**src/rtl/code_decoder.sv**
```systemverilog
// Code decoder: expands a 2-bit code into a 4-bit pattern held on y for PULSE_LEN cycles.
// Handshake is valid/ready. A new code can be accepted on the last hold cycle, so holds
// can follow each other with no gap.
// Optional feature macro: CODE_DECODER_THERMO_EN. When it is defined, y is a thermometer
// code. When it is undefined, y is one-hot.
module code_decoder #(
    parameter int unsigned PULSE_LEN = 4,
    parameter int unsigned CNT_W     = 8
) (
    input  logic       clk,
    input  logic       rst,
    input  logic [1:0] code,
    input  logic       valid,
    output logic       ready,
    output logic [3:0] y,
    output logic       busy,
    output logic       done
);

    typedef enum logic {
        StIdle,
        StActive
    } state_e;

    localparam logic [CNT_W-1:0] CntLoad = CNT_W'(PULSE_LEN - 1);

    state_e           state_q, state_d;
    logic [CNT_W-1:0] cnt_q, cnt_d;
    logic [1:0]       code_q, code_d;
    logic [3:0]       y_q, y_d;
    logic             last;
    logic             xfer;

    // Map a code index to its output pattern.
    function automatic logic [3:0] expand(input logic [1:0] c);
        logic [3:0] r;
`ifdef CODE_DECODER_THERMO_EN
        unique case (c)
            2'd0:    r = 4'b0001;
            2'd1:    r = 4'b0011;
            2'd2:    r = 4'b0111;
            default: r = 4'b1111;
        endcase
`else
        unique case (c)
            2'd0:    r = 4'b0001;
            2'd1:    r = 4'b0010;
            2'd2:    r = 4'b0100;
            default: r = 4'b1000;
        endcase
`endif
        return r;
    endfunction

    // Handshake and status outputs, derived only from registered state.
    always_comb begin
        last  = (state_q == StActive) && (cnt_q == '0);
        ready = (state_q == StIdle) || last;
        busy  = (state_q == StActive);
        done  = last;
        xfer  = valid && ready;
        y     = y_q;
    end

    // Next-state logic. A transfer always (re)loads the hold, whether it comes from idle
    // or from the last active cycle.
    always_comb begin
        state_d = state_q;
        cnt_d   = cnt_q;
        code_d  = code_q;
        y_d     = y_q;
        unique case (state_q)
            StIdle: begin
                if (xfer) begin
                    state_d = StActive;
                    cnt_d   = CntLoad;
                    code_d  = code;
                    y_d     = expand(code);
                end
            end
            StActive: begin
                if (last) begin
                    if (xfer) begin
                        cnt_d  = CntLoad;
                        code_d = code;
                        y_d    = expand(code);
                    end else begin
                        state_d = StIdle;
                        y_d     = 4'b0000;
                    end
                end else begin
                    cnt_d = cnt_q - 1'b1;
                end
            end
            default: begin
                state_d = StIdle;
                y_d     = 4'b0000;
            end
        endcase
    end

    // State registers. Reset takes priority over any transfer in the same cycle.
    always_ff @(posedge clk) begin
        if (rst) begin
            state_q <= StIdle;
            cnt_q   <= '0;
            code_q  <= 2'd0;
            y_q     <= 4'b0000;
        end else begin
            state_q <= state_d;
            cnt_q   <= cnt_d;
            code_q  <= code_d;
            y_q     <= y_d;
        end
    end

endmodule
```
**config.mk**
```make
export PLATFORM = sky130hd
export DESIGN_NAME = code_decoder
export DESIGN_NICKNAME = d
export VERILOG_FILES = /design/src/rtl/code_decoder.sv
export SDC_FILE = /design/constraint.sdc
export NUM_CORES = 1
export LEC_CHECK = 0
export CAP_MARGIN = 40
export CORE_MARGIN = 1
export CORE_UTILIZATION = 49
export CTS_CLUSTER_DIAMETER = 200
export CTS_CLUSTER_SIZE = 14
export DETAILED_ROUTE_END_ITERATION = 12
export GPL_TIMING_DRIVEN = 0
export PLACE_DENSITY = 0.75
export SLEW_MARGIN = 5
export SYNTH_ARGS = -nofsm -noshare
export SYNTH_HDL_FRONTEND = slang
export SYNTH_SLANG_ARGS = --single-unit
```
**constraint.sdc**
```tcl
create_clock -name clk -period 2.05 [get_ports clk]
set_input_delay 0.5125 -clock clk [delete_from_list [all_inputs] [get_ports clk]]
set_output_delay 0.5125 -clock clk [all_outputs]
set_load 0.01 [all_outputs]
```
==> results of run 1 <==
[cells by family (layout without fill, tap and decap cells)]
family                     count (synthesis)  in the layout  synth area share
adders and majority gates                  2              2            0.0370
and+or+nand+nor                           26             26             0.252
DFF                                       13             13             0.385
muxes                                      1              1            0.0222
buffers and inverters                      8             32            0.0555
AOI/OAI and AO/OA                         22             22             0.248
[synthesized netlist by cell type (all sizes together), types with 2 or more instances]
master / instances / area (sq um)
inv: 6 / 22.5
a22o: 2 / 17.5
dfxtp: 13 / 260
a21o: 3 / 22.5
nor4: 2 / 27.5
nor2: 5 / 18.8
o31ai: 2 / 15.0
a211o: 3 / 27.5
nor3: 5 / 25.0
o41ai: 2 / 17.5
a21oi: 5 / 28.8
ha: 2 / 25.0
nor2b: 2 / 12.5
a211oi: 2 / 15.0
nand2: 6 / 22.5
[area by class of cell]
class	count	area, sq um	share of cell area
Multi-Input combinational cell	51	402	0.438
Timing Repair Buffer	20	168	0.183
Sequential cell	13	265	0.289
Inverter	6	22.5	0.0246
Buffer	2	15.0	0.0164
Clock buffer	4	26.3	0.0286
Tap cell	15	18.8	0.0205
[power by group through the flow]
stage          logic (mW)  clock network (mW)  registers, mW
3_5_place_dp        0.179                   0          0.305
3_3_place_gp        0.177                   0          0.304
4_1_cts             0.224               0.162          0.303
2_1_floorplan       0.122                   0          0.303
6_report            0.246               0.155          0.303
5_1_grt             0.265               0.173          0.306
[sequential cells by signal, summed over array words and instances, names as in the netlist]
| name | count |
|---|---|
| cnt_q | 8 |
| y | 4 |
| busy | 1 |
[worst register-to-register path, stage by stage (launching register included)]
cell and delay [ns]:
dfxtp_4 0.36, inv_2 0.09, ha_4 0.14, nor3b_4 0.23
a21oi_2 0.12, buf_4 0.14, buf_4 0.14, nor3_1 0.37
a21o_1 0.19
[layer usage]
metal  GRT usage  up-vias  routed length (microns)
met1       0.317      319                      769
met2       0.350       12                      770
met5           0        -                        0
li1            -      318                        -
met3      0.0520        4                       39
met4       0.103        0                       18
[through the flow]
step                worst slack, ns  hold WS (ns)
finish                       0.0597         0.463
floorplan                     0.240         0.475
global placement             -0.426         0.439
CTS                          0.0248         0.466
global route                0.00259         0.493
detailed placement           -0.425         0.440
[how the worst max path moves through the flow]
stage / from / endpoint / slack [ns] / depth (start not counted)
6_report: cnt_q[1] / ready / 0.06 / 7
5_1_grt: cnt_q[0] / ready / 0.003 / 7
4_1_cts: cnt_q[1] / done / 0.02 / 6
3_5_place_dp: cnt_q[0] / ready / -0.42 / 7
3_3_place_gp: cnt_q[0] / ready / -0.43 / 7
2_1_floorplan: cnt_q[0] / ready / 0.24 / 6
[timing repair]
item,in CTS,in global routing
pin swaps,2,1
gates resized for setup,11,5
hold buffers,0,0
setup buffers,7,2
endpoints found under the setup margin,2,2
==> metrics.md, run 1 <==
| Metric | Value |
|---|---|
| Initial antenna violation count | 0 |
| Hold WC Path Type | register to register |
| First-pass GRT wire length | 2390 microns |
| Ys async rst share | 0 |
| Design area | 917 sq um |
| Routed vias | 653 |
| Avg WL per Cell | 14.4 microns |
| R2r setup slk | 0.23 ns |
| DRC Markers | 0 |
| DR iter-0 viols | 22 |
| TritonRoute pass-1 iters | 4 |
| Net Sw Frac | 0.316 |
| FF-to-FF path depth | 8 |
| Final Cycle Share | 0.971 |
| Post-synth EDFFs | 0 |
| Syn. warnings | 0 |
| Cells along the critical path | inv_2, ha_4, nor3b_4, a21oi_2, buf_6, inv_1, buf_2 |
| Peak supply drop | 0.457 mV |
| Avg Cell Area, Syn | 9.38 sq um |
| Total routed wirelength | 1600 microns |
| Max Clock Skew | 0.00230 ns |
| Total power draw | 703 uW |
| Die Y | 39.1 microns |
| Largest net degree at the start of global routing | 11 |
| Initial Util | 0.526 |
| CP top delay family | flip-flops |
| Layout cells sized above 1 | 0.281 |
| RSZ-0062 raised after global routing | no |
| Top-level I/O count | 12 |
| Cells after DPL | 98 |
| Fillcell total | 104 |
| Critical Path Source Type | register |
| Core box area | 1280 sq um |
| Setup crit end kind | primary output |
| Worst r2r dst | cnt_q[3] |
| Register area share after synthesis | 0.385 |
| Peak Freq | 0.502 GHz |
| Pwr Density | 766 nW/um^2 |
| Syn Inst Count | 72 |
| Cell Area, Synth | 676 sq um |
| Clock Pin Slew Worst Setup and Hold Paths | 0.08 ns |
| Clock Latency Late Sink | 0.27 ns |
| Std-Cell Rows | 13 |
| Crit path kind | register to primary output |
| Final setup vio count | 0 |
| Max-Cap Viols | 0 |
| Most common cell after layout, fill and taps aside | dfxtp_1 |
| Sw power | 222 uW |
| Slowest CP cell | dfxtp_2 |
| Width of the die | 39.1 microns |
| Final Util | 0.714 |
| CP max stage delay | 0.36 ns |
| Die ar. | 1530 sq um |
| Area grow syn2layout | 35.7% |
| Vias in the first global route | 542 |
| Final nets | 104 |
| Synth Register Bits | 13 |
| CTS H-tree depth | 1 |
| Max-Slew Margin vs Limit | 0.556 |
| Hold path start | y[3] |
| Highest-count cells in the layout ignoring fill and taps | 11 x dfxtp_1, 9 x clkdlybuf4s50_1, 9 x buf_4, 6 x nand2_1 |
| Share of total power in sequential cells | 0.431 |
| Internal cell power | 481 uW |
| Routed Antenna Nets | 0 |
| Port bufs | 11 |
| Post-DP HPWL | 953 microns |
| CTS Buf Count | 3 |
| Avg Vias per Cell | 5.88 |
| CTS Root Cell | clkbuf_4 |
| Placed cell area | 805 sq um |
| Global router's overall resource usage | 0.235 |
| Setup TNS | 0 ns |
| Leakage power | 0.409 nW |
| ANT cells | 0 |
| Clock power share | 0.220 |
| Finished Layout Cells | 111 |
| Yosys cell types | 30 |
| Syn_nets | 79 |
| CTS tree | built |
| Actual slew at the worst max-slew pin | 0.661 ns |
| Worst path arrival time | 1.48 ns |
| Max-slew violation count | 0 |
| Clock buffer depth | 2 |
| Minimum clock period | 1.99 ns |
| Hold Violations, Final | 0 |
| CP bufs+invs | 4 |
| Worst r2r src | cnt_q[0] |
| Crit path max fanout | 4 |
| Status | finished clean |
| Min-Delay Path Depth | 2 |
| Combinational Power Share | 0.350 |
| GPL Wtd Cong | 0.724 |
| Critical Path RT | 1.54 ns |
| Worst hold endpoint | y[3] |
| Grt total ovfl | 0 |
| # clock sinks | 13 |
| Top FF cell, synth | dfxtp_1 |
(Power assumes the default switching activity.)
==> inputs of run 2 (changes only) <==
--- a/config.mk
+++ b/config.mk
@@ -7,12 +7,12 @@
 export LEC_CHECK = 0
 export CAP_MARGIN = 40
 export CORE_MARGIN = 1
-export CORE_UTILIZATION = 49
+export CORE_UTILIZATION = 35
 export CTS_CLUSTER_DIAMETER = 200
 export CTS_CLUSTER_SIZE = 14
 export DETAILED_ROUTE_END_ITERATION = 12
 export GPL_TIMING_DRIVEN = 0
-export PLACE_DENSITY = 0.75
+export SKIP_LAST_GASP = 1
 export SLEW_MARGIN = 5
 export SYNTH_ARGS = -nofsm -noshare
 export SYNTH_HDL_FRONTEND = slang
==> constraint.sdc (replaced) <==
create_clock -name clk -period 2.05 [get_ports clk]
set_input_delay 0.41 -clock clk [delete_from_list [all_inputs] [get_ports clk]]
set_output_delay 0.41 -clock clk [all_outputs]
set_load 0.01 [all_outputs]
==> metrics.md, run 2 (synthesized netlist as in run 1, its figures left out) <==
| Metric | Value |
|---|---|
| Max-slew violation count | 0 |
| Setup crit end kind | primary output |
| Total power draw | 703 uW |
| CTS H-tree depth | 1 |
| Actual slew at the worst max-slew pin | 0.638 ns |
| M2 GR Usage | 0.206 |
| Global router's overall resource usage | 0.149 |
| Layout cells sized above 1 | 0.265 |
| Avg WL per Cell | 12.1 microns |
| # clock sinks | 13 |
| Final setup vio count | 0 |
| FF-to-FF path depth | 9 |
| Die Y | 45.9 microns |
| Max-Slew Margin vs Limit | 0.572 |
| Largest register by flop count | cnt_q |
| Internal cell power | 483 uW |
| Crit path max fanout | 7 |
| First-pass GRT wire length | 2260 microns |
| Largest net degree at the start of global routing | 11 |
| Combinational Power Share | 0.340 |
| Pwr Density | 753 nW/um^2 |
| Final nets | 106 |
| Highest-count cells in the layout ignoring fill and taps | 11 x dfxtp_1, 11 x buf_4, 9 x clkdlybuf4s50_1, 6 x nand2_1 |
| CTS tree | built |
| Placed cell area | 817 sq um |
| Vias in the first global route | 515 |
| DR iter-0 viols | 10 |
| Width of the die | 45.9 microns |
| Port bufs | 11 |
| Critical Path Source Type | register |
| Routed vias | 617 |
| Peak Freq | 0.514 GHz |
| Clock power share | 0.230 |
| Slowest CP cell | dfxtp_2 |
| Design area | 933 sq um |
| Avg Vias per Cell | 5.02 |
| Clock Latency Late Sink | 0.28 ns |
| Grt met1 use | 0.221 |
| Setup TNS | 0 ns |
| CTS Buf Count | 3 |
| CP max stage delay | 0.37 ns |
| Die ar. | 2110 sq um |
| Grt total ovfl | 0 |
| Most Used Layer, Global Route | met1 |
| Clock buffer depth | 2 |
| CTS Root Cell | clkbuf_4 |
| Worst path arrival time | 1.53 ns |
| Fillcell total | 170 |
| Hold WC Path Type | register to register |
| Sw power | 221 uW |
| Core box area | 1760 sq um |
| RSZ-0062 raised after global routing | no |
| Crit path kind | register to primary output |
| Initial Util | 0.383 |
| Leakage power | 0.423 nW |
| Hold Violations, Final | 0 |
| Top-level I/O count | 12 |
| Max reg flops | 8 |
| Max-Cap Viols | 0 |
| GPL Wtd Cong | 0.737 |
| Post-DP HPWL | 962 microns |
| Routed Antenna Nets | 0 |
| DRC Markers | 0 |
| Initial antenna violation count | 0 |
| Met3 GRT Util | 0.0238 |
| Clock Pin Slew Worst Setup and Hold Paths | 0.08 ns |
| Minimum clock period | 1.94 ns |
| Share of total power in sequential cells | 0.429 |
| Status | finished clean |
| Critical Path RT | 1.64 ns |
| Area grow syn2layout | 38.1% |
| Net Sw Frac | 0.314 |
| Max Clock Skew | 0.00324 ns |
| Peak supply drop | 0.335 mV |
| Total routed wirelength | 1480 microns |
| ANT cells | 0 |
| TritonRoute pass-1 iters | 4 |
| Cells along the critical path | inv_2, ha_1, nor3b_4, a21oi_2, buf_6, inv_1, clkbuf_2 |
| Final Util | 0.529 |
| Std-Cell Rows | 15 |
| Final Cycle Share | 0.948 |
| Min-Delay Path Depth | 2 |
run 2: cell count changes in the layout (fill, tap and decap cells not counted), sizes merged:
cell,delta
buf,+1
dlygate4sd2,+1
run 2: final timing paths:
path / startpoint / end / slack (ns)
hold reg to reg: y[2] / y[2] / 0.46
setup reg to reg: cnt_q[0] / cnt_q[6] / 0.26
hold / removal: y[2] / y[2] / 0.46
setup / recovery: cnt_q[0] / ready / 0.11
run 2: final cells by class:
class / instances / area (sq um) / area share
plain buffers: 2 / 15.0 / 0.0161
clock buffers: 4 / 26.3 / 0.0282
inverters: 6 / 22.5 / 0.0241
multi-input cells: 51 / 389 / 0.417
flip-flops and latches: 13 / 263 / 0.282
well taps: 25 / 31.3 / 0.0335
repair buffers: 22 / 186 / 0.200
run 2: worst max-delay path: cells and delay by family (launching register included):
family / cells / cell delay (ns)
simple gates: 1 / 0.16
fa+ha+maj: 1 / 0.19
compound gates: 1 / 0.19
buf+inv: 4 / 0.34
flops: 1 / 0.37
run 2: what timing repair did:
action                     4_1_cts  5_1_grt
gates resized for setup          6        3
pin swaps                        2        1
buffers inserted                 4        7
hold buffers                     0        0
setup endpoints to repair        2        2
run 2: routing by layer:
| metal | part of all wire | wire, microns |
|---|---|---|
| met1 | 0.47 | 691 |
| met4 | 0.0094 | 14 |
| met2 | 0.48 | 713 |
| met5 | 0 | 0 |
| met3 | 0.042 | 63 |
run 2: stage by stage:
step                cells  hold slack [ns]  setup WS, ns
floorplan              72            0.475         0.343
global placement      108            0.433        -0.310
detailed placement    108            0.441        -0.293
CTS                   116            0.461        -0.106
global route          123            0.495        0.0103
finish                123            0.455         0.106
run 2: power groups by stage:
stage,combinational [mW],clock [mW],sequential (mW)
6_report,0.239,0.162,0.302
5_1_grt,0.259,0.175,0.306
4_1_cts,0.208,0.165,0.303
3_5_place_dp,0.178,0,0.306
3_3_place_gp,0.178,0,0.305
2_1_floorplan,0.122,0,0.303
